==> src/rtl/traffic_monitor_if.sv <==
// ---------------------------------------------------------------------------
// traffic_monitor_if
// Bundles the lamp-sampling inputs and the status outputs of traffic_monitor.
//   master : the side that drives lamps/strobes and reads status (controller
//            top level or bench)
//   slave  : the monitor itself
// Signals:
//   en, red, orange, green, clr_err      master -> slave
//   phase[1:0], phase_valid, dwell,
//   cycles, err, err_code[1:0]           slave -> master
// ---------------------------------------------------------------------------
interface traffic_monitor_if #(
  parameter int DWELL_W = 8,
  parameter int CYCLE_W = 16
);
  logic               en;
  logic               red;
  logic               orange;
  logic               green;
  logic               clr_err;
  logic [1:0]         phase;
  logic               phase_valid;
  logic [DWELL_W-1:0] dwell;
  logic [CYCLE_W-1:0] cycles;
  logic               err;
  logic [1:0]         err_code;

  modport master (
    output en, red, orange, green, clr_err,
    input  phase, phase_valid, dwell, cycles, err, err_code
  );

  modport slave (
    input  en, red, orange, green, clr_err,
    output phase, phase_valid, dwell, cycles, err, err_code
  );
endinterface

==> src/rtl/traffic_monitor.sv <==
// ---------------------------------------------------------------------------
// traffic_monitor
// Receive-side checker for a three-lamp traffic light. Decodes the lamp
// pattern into a phase, checks transitions against the legal sequence
// RED -> RED_ORANGE -> GREEN -> ORANGE -> RED, measures per-phase dwell,
// counts completed cycles and latches the first error seen.
// Ports:
//   clk    : system clock, rising edge
//   reset  : asynchronous active-low reset
//   bus    : traffic_monitor_if.slave
//            inputs  en (sample strobe), red, orange, green, clr_err
//            outputs phase, phase_valid, dwell, cycles, err, err_code
// All outputs are registered; a sample taken with en=1 is reflected on the
// same clock edge. clr_err overrides any sample in the same cycle.
// ---------------------------------------------------------------------------
module traffic_monitor #(
  parameter int DWELL_W   = 8,
  parameter int MIN_DWELL = 1,
  parameter int CYCLE_W   = 16
) (
  input logic             clk,
  input logic             reset,
  traffic_monitor_if.slave bus
);

  localparam logic [1:0] ST_SYNC  = 2'd0;
  localparam logic [1:0] ST_TRACK = 2'd1;
  localparam logic [1:0] ST_FAULT = 2'd2;

  localparam logic [1:0] PH_RED        = 2'd0;
  localparam logic [1:0] PH_RED_ORANGE = 2'd1;
  localparam logic [1:0] PH_GREEN      = 2'd2;
  localparam logic [1:0] PH_ORANGE     = 2'd3;

  localparam logic [1:0] EC_NONE    = 2'd0;
  localparam logic [1:0] EC_PATTERN = 2'd1;
  localparam logic [1:0] EC_TRANS   = 2'd2;
  localparam logic [1:0] EC_DWELL   = 2'd3;

  localparam logic [DWELL_W-1:0] DWELL_MAX = '1;
  localparam logic [DWELL_W-1:0] DWELL_ONE = DWELL_W'(1);

  logic [1:0]         state_q, state_d;
  logic [1:0]         phase_q, phase_d;
  logic               phase_valid_q, phase_valid_d;
  logic [DWELL_W-1:0] dwell_q, dwell_d;
  logic [CYCLE_W-1:0] cycles_q, cycles_d;
  logic               err_q, err_d;
  logic [1:0]         err_code_q, err_code_d;

  // Lamp decode
  logic       legal;
  logic [1:0] dec;

  always_comb begin
    legal = 1'b1;
    dec   = PH_RED;
    case ({bus.red, bus.orange, bus.green})
      3'b100:  dec = PH_RED;
      3'b110:  dec = PH_RED_ORANGE;
      3'b001:  dec = PH_GREEN;
      3'b010:  dec = PH_ORANGE;
      default: legal = 1'b0;
    endcase
  end

  // A phase change that happens before the old phase reached MIN_DWELL ticks.
  // With MIN_DWELL=0 this can never be true.
  logic short_dwell;
  assign short_dwell = (MIN_DWELL > 0) && (int'(dwell_q) < MIN_DWELL);

  always_comb begin
    state_d       = state_q;
    phase_d       = phase_q;
    phase_valid_d = phase_valid_q;
    dwell_d       = dwell_q;
    cycles_d      = cycles_q;
    err_d         = err_q;
    err_code_d    = err_code_q;

    if (bus.clr_err) begin
      // Phase is left untouched; it is meaningless until re-acquired.
      state_d       = ST_SYNC;
      phase_valid_d = 1'b0;
      dwell_d       = '0;
      err_d         = 1'b0;
      err_code_d    = EC_NONE;
    end else if (bus.en) begin
      case (state_q)
        ST_SYNC: begin
          // Illegal patterns are expected at power-up; wait silently.
          if (legal) begin
            state_d       = ST_TRACK;
            phase_d       = dec;
            phase_valid_d = 1'b1;
            dwell_d       = DWELL_ONE;
          end
        end
        ST_TRACK: begin
          if (!legal) begin
            state_d       = ST_FAULT;
            phase_valid_d = 1'b0;
            if (!err_q) begin
              err_d      = 1'b1;
              err_code_d = EC_PATTERN;
            end
          end else if (dec == phase_q) begin
            if (dwell_q != DWELL_MAX) dwell_d = dwell_q + DWELL_ONE;
          end else if (dec == phase_q + 2'd1) begin
            // Legal successor; a short dwell is flagged but tracking goes on.
            phase_d = dec;
            dwell_d = DWELL_ONE;
            if (phase_q == PH_ORANGE) cycles_d = cycles_q + CYCLE_W'(1);
            if (short_dwell && !err_q) begin
              err_d      = 1'b1;
              err_code_d = EC_DWELL;
            end
          end else begin
            state_d       = ST_FAULT;
            phase_valid_d = 1'b0;
            if (!err_q) begin
              err_d      = 1'b1;
              err_code_d = EC_TRANS;
            end
          end
        end
        default: begin
          // FAULT: lamps ignored until clr_err.
        end
      endcase
    end
  end

  always_ff @(posedge clk or negedge reset) begin
    if (!reset) begin
      state_q       <= ST_SYNC;
      phase_q       <= PH_RED;
      phase_valid_q <= 1'b0;
      dwell_q       <= '0;
      cycles_q      <= '0;
      err_q         <= 1'b0;
      err_code_q    <= EC_NONE;
    end else begin
      state_q       <= state_d;
      phase_q       <= phase_d;
      phase_valid_q <= phase_valid_d;
      dwell_q       <= dwell_d;
      cycles_q      <= cycles_d;
      err_q         <= err_d;
      err_code_q    <= err_code_d;
    end
  end

  assign bus.phase       = phase_q;
  assign bus.phase_valid = phase_valid_q;
  assign bus.dwell       = dwell_q;
  assign bus.cycles      = cycles_q;
  assign bus.err         = err_q;
  assign bus.err_code    = err_code_q;

endmodule

==> src/flat_wrapper.sv <==
// flat-port wrapper written by rule: the top's interface ports become plain ports
module traffic_monitor_flat 
#(
  parameter int DWELL_W   = 8,
  parameter int MIN_DWELL = 1,
  parameter int CYCLE_W   = 16
)
  (clk, reset, bus_en, bus_red, bus_orange, bus_green, bus_clr_err, bus_phase, bus_phase_valid, bus_dwell, bus_cycles, bus_err, bus_err_code);
  traffic_monitor_if #(.DWELL_W(DWELL_W), .CYCLE_W(CYCLE_W)) bus_i ();
  input logic clk;
  input logic reset;
  input wire logic [$bits(bus_i.en)-1:0] bus_en;
  input wire logic [$bits(bus_i.red)-1:0] bus_red;
  input wire logic [$bits(bus_i.orange)-1:0] bus_orange;
  input wire logic [$bits(bus_i.green)-1:0] bus_green;
  input wire logic [$bits(bus_i.clr_err)-1:0] bus_clr_err;
  output wire logic [$bits(bus_i.phase)-1:0] bus_phase;
  output wire logic [$bits(bus_i.phase_valid)-1:0] bus_phase_valid;
  output wire logic [$bits(bus_i.dwell)-1:0] bus_dwell;
  output wire logic [$bits(bus_i.cycles)-1:0] bus_cycles;
  output wire logic [$bits(bus_i.err)-1:0] bus_err;
  output wire logic [$bits(bus_i.err_code)-1:0] bus_err_code;
  assign bus_i.en = bus_en;
  assign bus_i.red = bus_red;
  assign bus_i.orange = bus_orange;
  assign bus_i.green = bus_green;
  assign bus_i.clr_err = bus_clr_err;
  assign bus_phase = bus_i.phase;
  assign bus_phase_valid = bus_i.phase_valid;
  assign bus_dwell = bus_i.dwell;
  assign bus_cycles = bus_i.cycles;
  assign bus_err = bus_i.err;
  assign bus_err_code = bus_i.err_code;
  traffic_monitor #(.DWELL_W(DWELL_W), .MIN_DWELL(MIN_DWELL), .CYCLE_W(CYCLE_W)) u_core (.clk(clk), .reset(reset), .bus(bus_i));
endmodule
==> config.mk <==
export PLATFORM = sky130hd
export DESIGN_NAME = traffic_monitor_flat
export DESIGN_NICKNAME = d
export VERILOG_FILES = /design/src/rtl/traffic_monitor_if.sv /design/src/rtl/traffic_monitor.sv /design/src/flat_wrapper.sv
export SDC_FILE = /design/constraint.sdc
export NUM_CORES = 1
export LEC_CHECK = 0
export ABC_AREA = 1
export CAP_MARGIN = 20
export CELL_PAD_IN_SITES_DETAIL_PLACEMENT = 1
export CELL_PAD_IN_SITES_GLOBAL_PLACEMENT = 1
export CORE_UTILIZATION = 30
export CTS_CLUSTER_SIZE = 24
export DETAILED_ROUTE_END_ITERATION = 10
export DONT_BUFFER_PORTS = 1
export PLACE_DENSITY_LB_ADDON = 0.08
export SLEW_MARGIN = 25
export SYNTH_ARGS = -nofsm -noshare
export SYNTH_HDL_FRONTEND = slang
export SYNTH_SLANG_ARGS = --single-unit
==> constraint.sdc <==
create_clock -name clk -period 1.9 [get_ports clk]
set_input_delay 0.095 -clock clk [delete_from_list [all_inputs] [get_ports clk]]
set_output_delay 0.095 -clock clk [all_outputs]
set_load 0.005 [all_outputs]
# [Word-level counts from Yosys, hierarchy flattened]
# Index checks and enable logic that the tools add are counted.
[op_classes] eq_ne=23 magnitude_cmp=1 reduce_logical=14 muxes=45 add_sub_neg=3 bitwise_logic=2
[ops] op="$mux W8" n=7
[ops] op="$mux W2" n=19
[ops] op="$add A16 B1 Y16 const B" n=1
[ops] op="$ne A4 B4 Y1 const B" n=4
[ops] op="$pmux W8 S2" n=1
[ops] op="$mux W1" n=14
[ops] op="$reduce_and A7 Y1" n=2
[ops] op="$reduce_and A6 Y1" n=2
[ops] op="$ne A3 B3 Y1 const B" n=3
[ops] op="$add A8 B1 Y8 const B" n=1
[ops] op="$lt A8 B1 Y1 const B" n=1
[ops] op="$ne A8 B8 Y1 const B" n=1
[ops] op="$pmux W2 S2" n=2
[ops] op="$eq A3 B3 Y1 const B" n=2
[ops] op="$ne A2 B1 Y1 const B" n=3
[ops] op="$ne A3 B2 Y1 const B" n=2
[ops] op="$pmux W2 S3" n=1
[ops] op="$reduce_bool A2 Y1" n=3
[ops] op="$reduce_and A5 Y1" n=1
[ops] op="$eq A2 B2 Y1" n=2
[ops] op="$ne A4 B2 Y1 const B" n=1
[ops] op="$reduce_and A4 Y1" n=1
[ops] op="$reduce_or A4 Y1" n=1
[ops] op="$eq A3 B1 Y1 const B" n=1
[ops] op="other kinds (11)" n=12
[word_totals] inputBits=7 ff_bits=32 output_inout_bits=30

# [Logic depth before layout (Yosys ltp)]
[depth] depth_word=9 mapped_depth=11 mapped_depth_nobuf=11

# [Least setup slack after synthesis]
# OpenSTA, ideal clock, no wires.
[synth_path] path_kind="register -> register" startpoint="reg u_core.phase_q[0] (netlist: u_core.bus.phase[0])" endpoint="reg u_core.cycles_q[9] (netlist: u_core.bus.cycles[9])" setup_slack_ns=0.335 period_less_slack_ns=1.565 n_path_buf=1 arrival_ns=1.439 path_stages_with_launch=9 setup_time_ns=0.126 cell_sequence="dfrtp_1 ha_1 inv_1 nand3_2 nand3_4 nor2_8 buf_12 nand3_4 xnor2_2"
[synth_via] elab_chain_len=3
[synth_lines] element="start, declared" line="traffic_monitor.sv:44" text="logic [1:0] phase_q, phase_d;"
[synth_lines] element="start signal, assigned" line="traffic_monitor.sv:145" text="phase_q <= phase_d;"
[synth_lines] element="$add A2 B1 Y2 / $eq A2 B2 Y1 (equally long branches)" line="traffic_monitor.sv:109, traffic_monitor.sv:107"
[synth_lines] element="$eq A2 B2 Y1 / $not A1 Y1 (equally long branches)"
[synth_lines] element="$reduce_and A7 Y1 (no source line) (*)"
[synth_lines] element="end signal, assigned" line="traffic_monitor.sv:148" text="cycles_q <= cycles_d;"
[synth_lines] element="end, declared" line="traffic_monitor.sv:47" text="logic [CYCLE_W-1:0] cycles_q, cycles_d;"
# Every way passes the cells marked *; elsewhere a longest branch is shown, timed or not.
# A chain may end at the register's enable or synchronous reset.

# [Worst setup path in the final report]
# Same ends and word-level chain as after synthesis.

==> flow_summary.yaml <==
detailed_routing:
  final_antenna_net_count: 0
  wire_per_inst_um: 14.7
  dr.pass1.iters: 4
  drt_wl_total_mm: 5.63
  drt-initial-drc-count: 24
  vias_per_cell: 4.70
  drc_errors: 0
  num_vias: 1802
floorplanning:
  pin_count: 37
  fp.dieW_um: 86.3
  start_util_pct: 31.2
  die_area_um2: 7450
  die_height_um: 86.3
  coreArea_um2: 6830
  rows: 30
sta:
  period_minus_slack_ps: 1690
  drv_slew: 0
  hold_viol: 0
  setup_slack_ps: 215
  fin_crit_sh_pct: 88.7
  max_slew.worst_pin.slew_ps: 490
  setup_viol: 0
  rsz0062_at_grt: "no"
  tns_ps: 0
  clock.fmax_mhz: 593
  relSlewSlack_pct: 67.3
  fin_skew_ps: 6.87
global_routing:
  use_met1_pct: 21.1
  grt_pass1_vias: 1932
  grt_antenna_before_repair: 0
  grt_overflow: 0
  use_met3_pct: 3.43
  track_usage_pct: 17.0
  busiest_layer: "met2"
  grt_max_degree: 32
  use_met2_pct: 29.6
  grt_pass1_wl_mm: 9.76
placed_design:
  dp_cells: 372
  post-dp-hpwl_mm: 4.18
  place_ws_ps: 191
  gp_congestion: 0.747
  placed_cell_area_um2: 2250
  io_buffers: 0
cts:
  cts.clk_slew.worst_paths_ps: 70
  clk_latency_ps: 280
  cts_tree: "built"
  postCtsSetupRepairBufs: 0
  cts.sinks: 31
  cts-root-buf: "clkbuf_8"
  cts_buffers: 5
  clock_path_buffers: 2
  cts.htree.levels: 2
synth:
  ys_seq_area_share_pct: 36.4
  synthDistinctLibCells: 28
  yosys_warnings: 0
  syn_inst: 275
  syn_nets: 286
  syn_avg_cell_area_um2: 7.76
  synth_seq_cells: 31
  syn_area_um2: 2130
layout:
  final_common_cell: "nand2_1"
  drive_gt1_share_pct: 15.0
  stdcell_count: 383
  nNetsFinal: 297
  syn2layout_area_growth_pct: 12.8
  final_area_um2: 2410
  mostFrequentLayoutCells: "79 x nand2_1, 36 x nand3_1, 31 x dfrtp_1, 26 x inv_1, 20 x nor2_1"
  diodes: 0
power:
  ir_drop_v: 0.000388
  p_per_area_nw_per_um2: 804
  p_leak_nw: 1.15
  power_w: 0.00193
hold_path:
  holdPathEnd: "u_core.bus.phase[0]"
  hp-start: "bus_orange"
  whs_path_depth: 2
  hold_path.class: "in -> reg"
worst_setup_path:
  r2r_slack_ps: 210
  crit_top_cell: "nand3_4"
  arrival_ps: 1850
  end_kind: "register"
  crit_path_cell_trace: "ha_1 -> inv_1 -> nand3_2 -> nand3_4 -> nor2_8 -> buf_4 -> nand3_4 -> xnor2_2"
  crit-reg2reg-launch: "u_core.bus.phase[0]"
  critPathKind: "reg -> reg"
  cpMaxStageDelayCell: "dfrtp_1"
  worstPathBufferInverterCount: 2
  r2r-end: "u_core.bus.cycles[9]"
  critPathTopFamily: "simple AND/OR/NAND/NOR gates"
  cp.required_ps: 2060
  start_kind: "register"
  crit_fanout: 11
  r2r_cells: 8
  slowest_delay_ps: 380
job:
  drv_cap: 0
status:
  status: "finished, final reports clean"
-- what timing repair did --
item	CTS	global route
hold buffers	3	0
resized for setup	0	0
hold endpoints to repair	33	0
-- power by group --
group / total [W] / switching [W] / internal (W)
sequential: 0.000754 / 0.0000474 / 0.000706
combinational: 0.000490 / 0.000326 / 0.000164
clock: 0.000691 / 0.000266 / 0.000425
total: 0.00193 / 0.000640 / 0.00129
-- through the flow --
stage | hold slack, ps | utilization (%)
detailed placement | -200 | 32.9
floorplan | -201 | -
finish | 44.1 | 35.2
global placement | -200 | 32.9
global route | 64.4 | 35.2
CTS | 32.5 | 35.2
-- cell usage after synthesis, drive strengths merged --
cell | instances | area (um^2)
nand3 | 47 | 335
dfrtp | 31 | 776
nor2 | 23 | 113
a21oi | 3 | 15.0
o21ai | 7 | 35.0
buf | 5 | 48.8
nand2 | 87 | 357
and3 | 1 | 6.26
xnor2 | 11 | 111
xor2 | 8 | 70.1
nand4 | 9 | 56.3
nor3 | 8 | 40.0
ha | 4 | 50.1
inv | 30 | 113
nor3b | 1 | 7.51
-- registers in the layout, summed over array words and instances (netlist names) --
name                 flops
u_core.bus.cycles       16
u_core.bus.dwell         8
u_core.bus.err_code      2
u_core.bus.phase         2
u_core.state_q           2
u_core.bus.err           1
-- cells by family (layout without fill, tap and decap cells) --
kind of cell	after synthesis	count (layout)	synth area share [%]
and+or+nand+nor	176	176	42.9
adders and majority gates	4	4	2.35
AOI/OAI and AO/OA	10	10	2.35
xor gates and xnor gates	19	19	8.50
DFF	31	31	36.4
buffers and inverters	35	47	7.57
-- layer usage --
layer / wire [um] / vias to the layer above
met5: 0 / -
met4: 68 / 0
met3: 189 / 7
met2: 2810 / 26
met1: 2560 / 864
li1: - / 905
-- area by class of cell --
type	count	area (um^2)
Clock inverter	2	35.0
Clock buffer	6	82.6
Inverter	30	113
Multi-Input combinational cell	209	1200
Tap cell	96	120
Timing Repair Buffer	9	85.1
Sequential cell	31	776
Fill cell	847	4420
-- worst max-delay path by stage --
stage	startpoint	to	slack, ps	cells past startpoint
floorplan	u_core.bus.phase[0]	u_core.bus.cycles[9]	330	8
global placement	u_core.bus.dwell[0]	u_core.bus.dwell[0]	200	11
detailed placement	u_core.bus.phase[1]	u_core.bus.cycles[6]	190	8
CTS	u_core.bus.phase[1]	u_core.bus.cycles[6]	180	8
global route	u_core.bus.dwell[0]	u_core.bus.dwell[4]	20	11
finish	u_core.bus.phase[0]	u_core.bus.cycles[9]	210	8
Note: power is estimated with default switching activity, not from simulation.
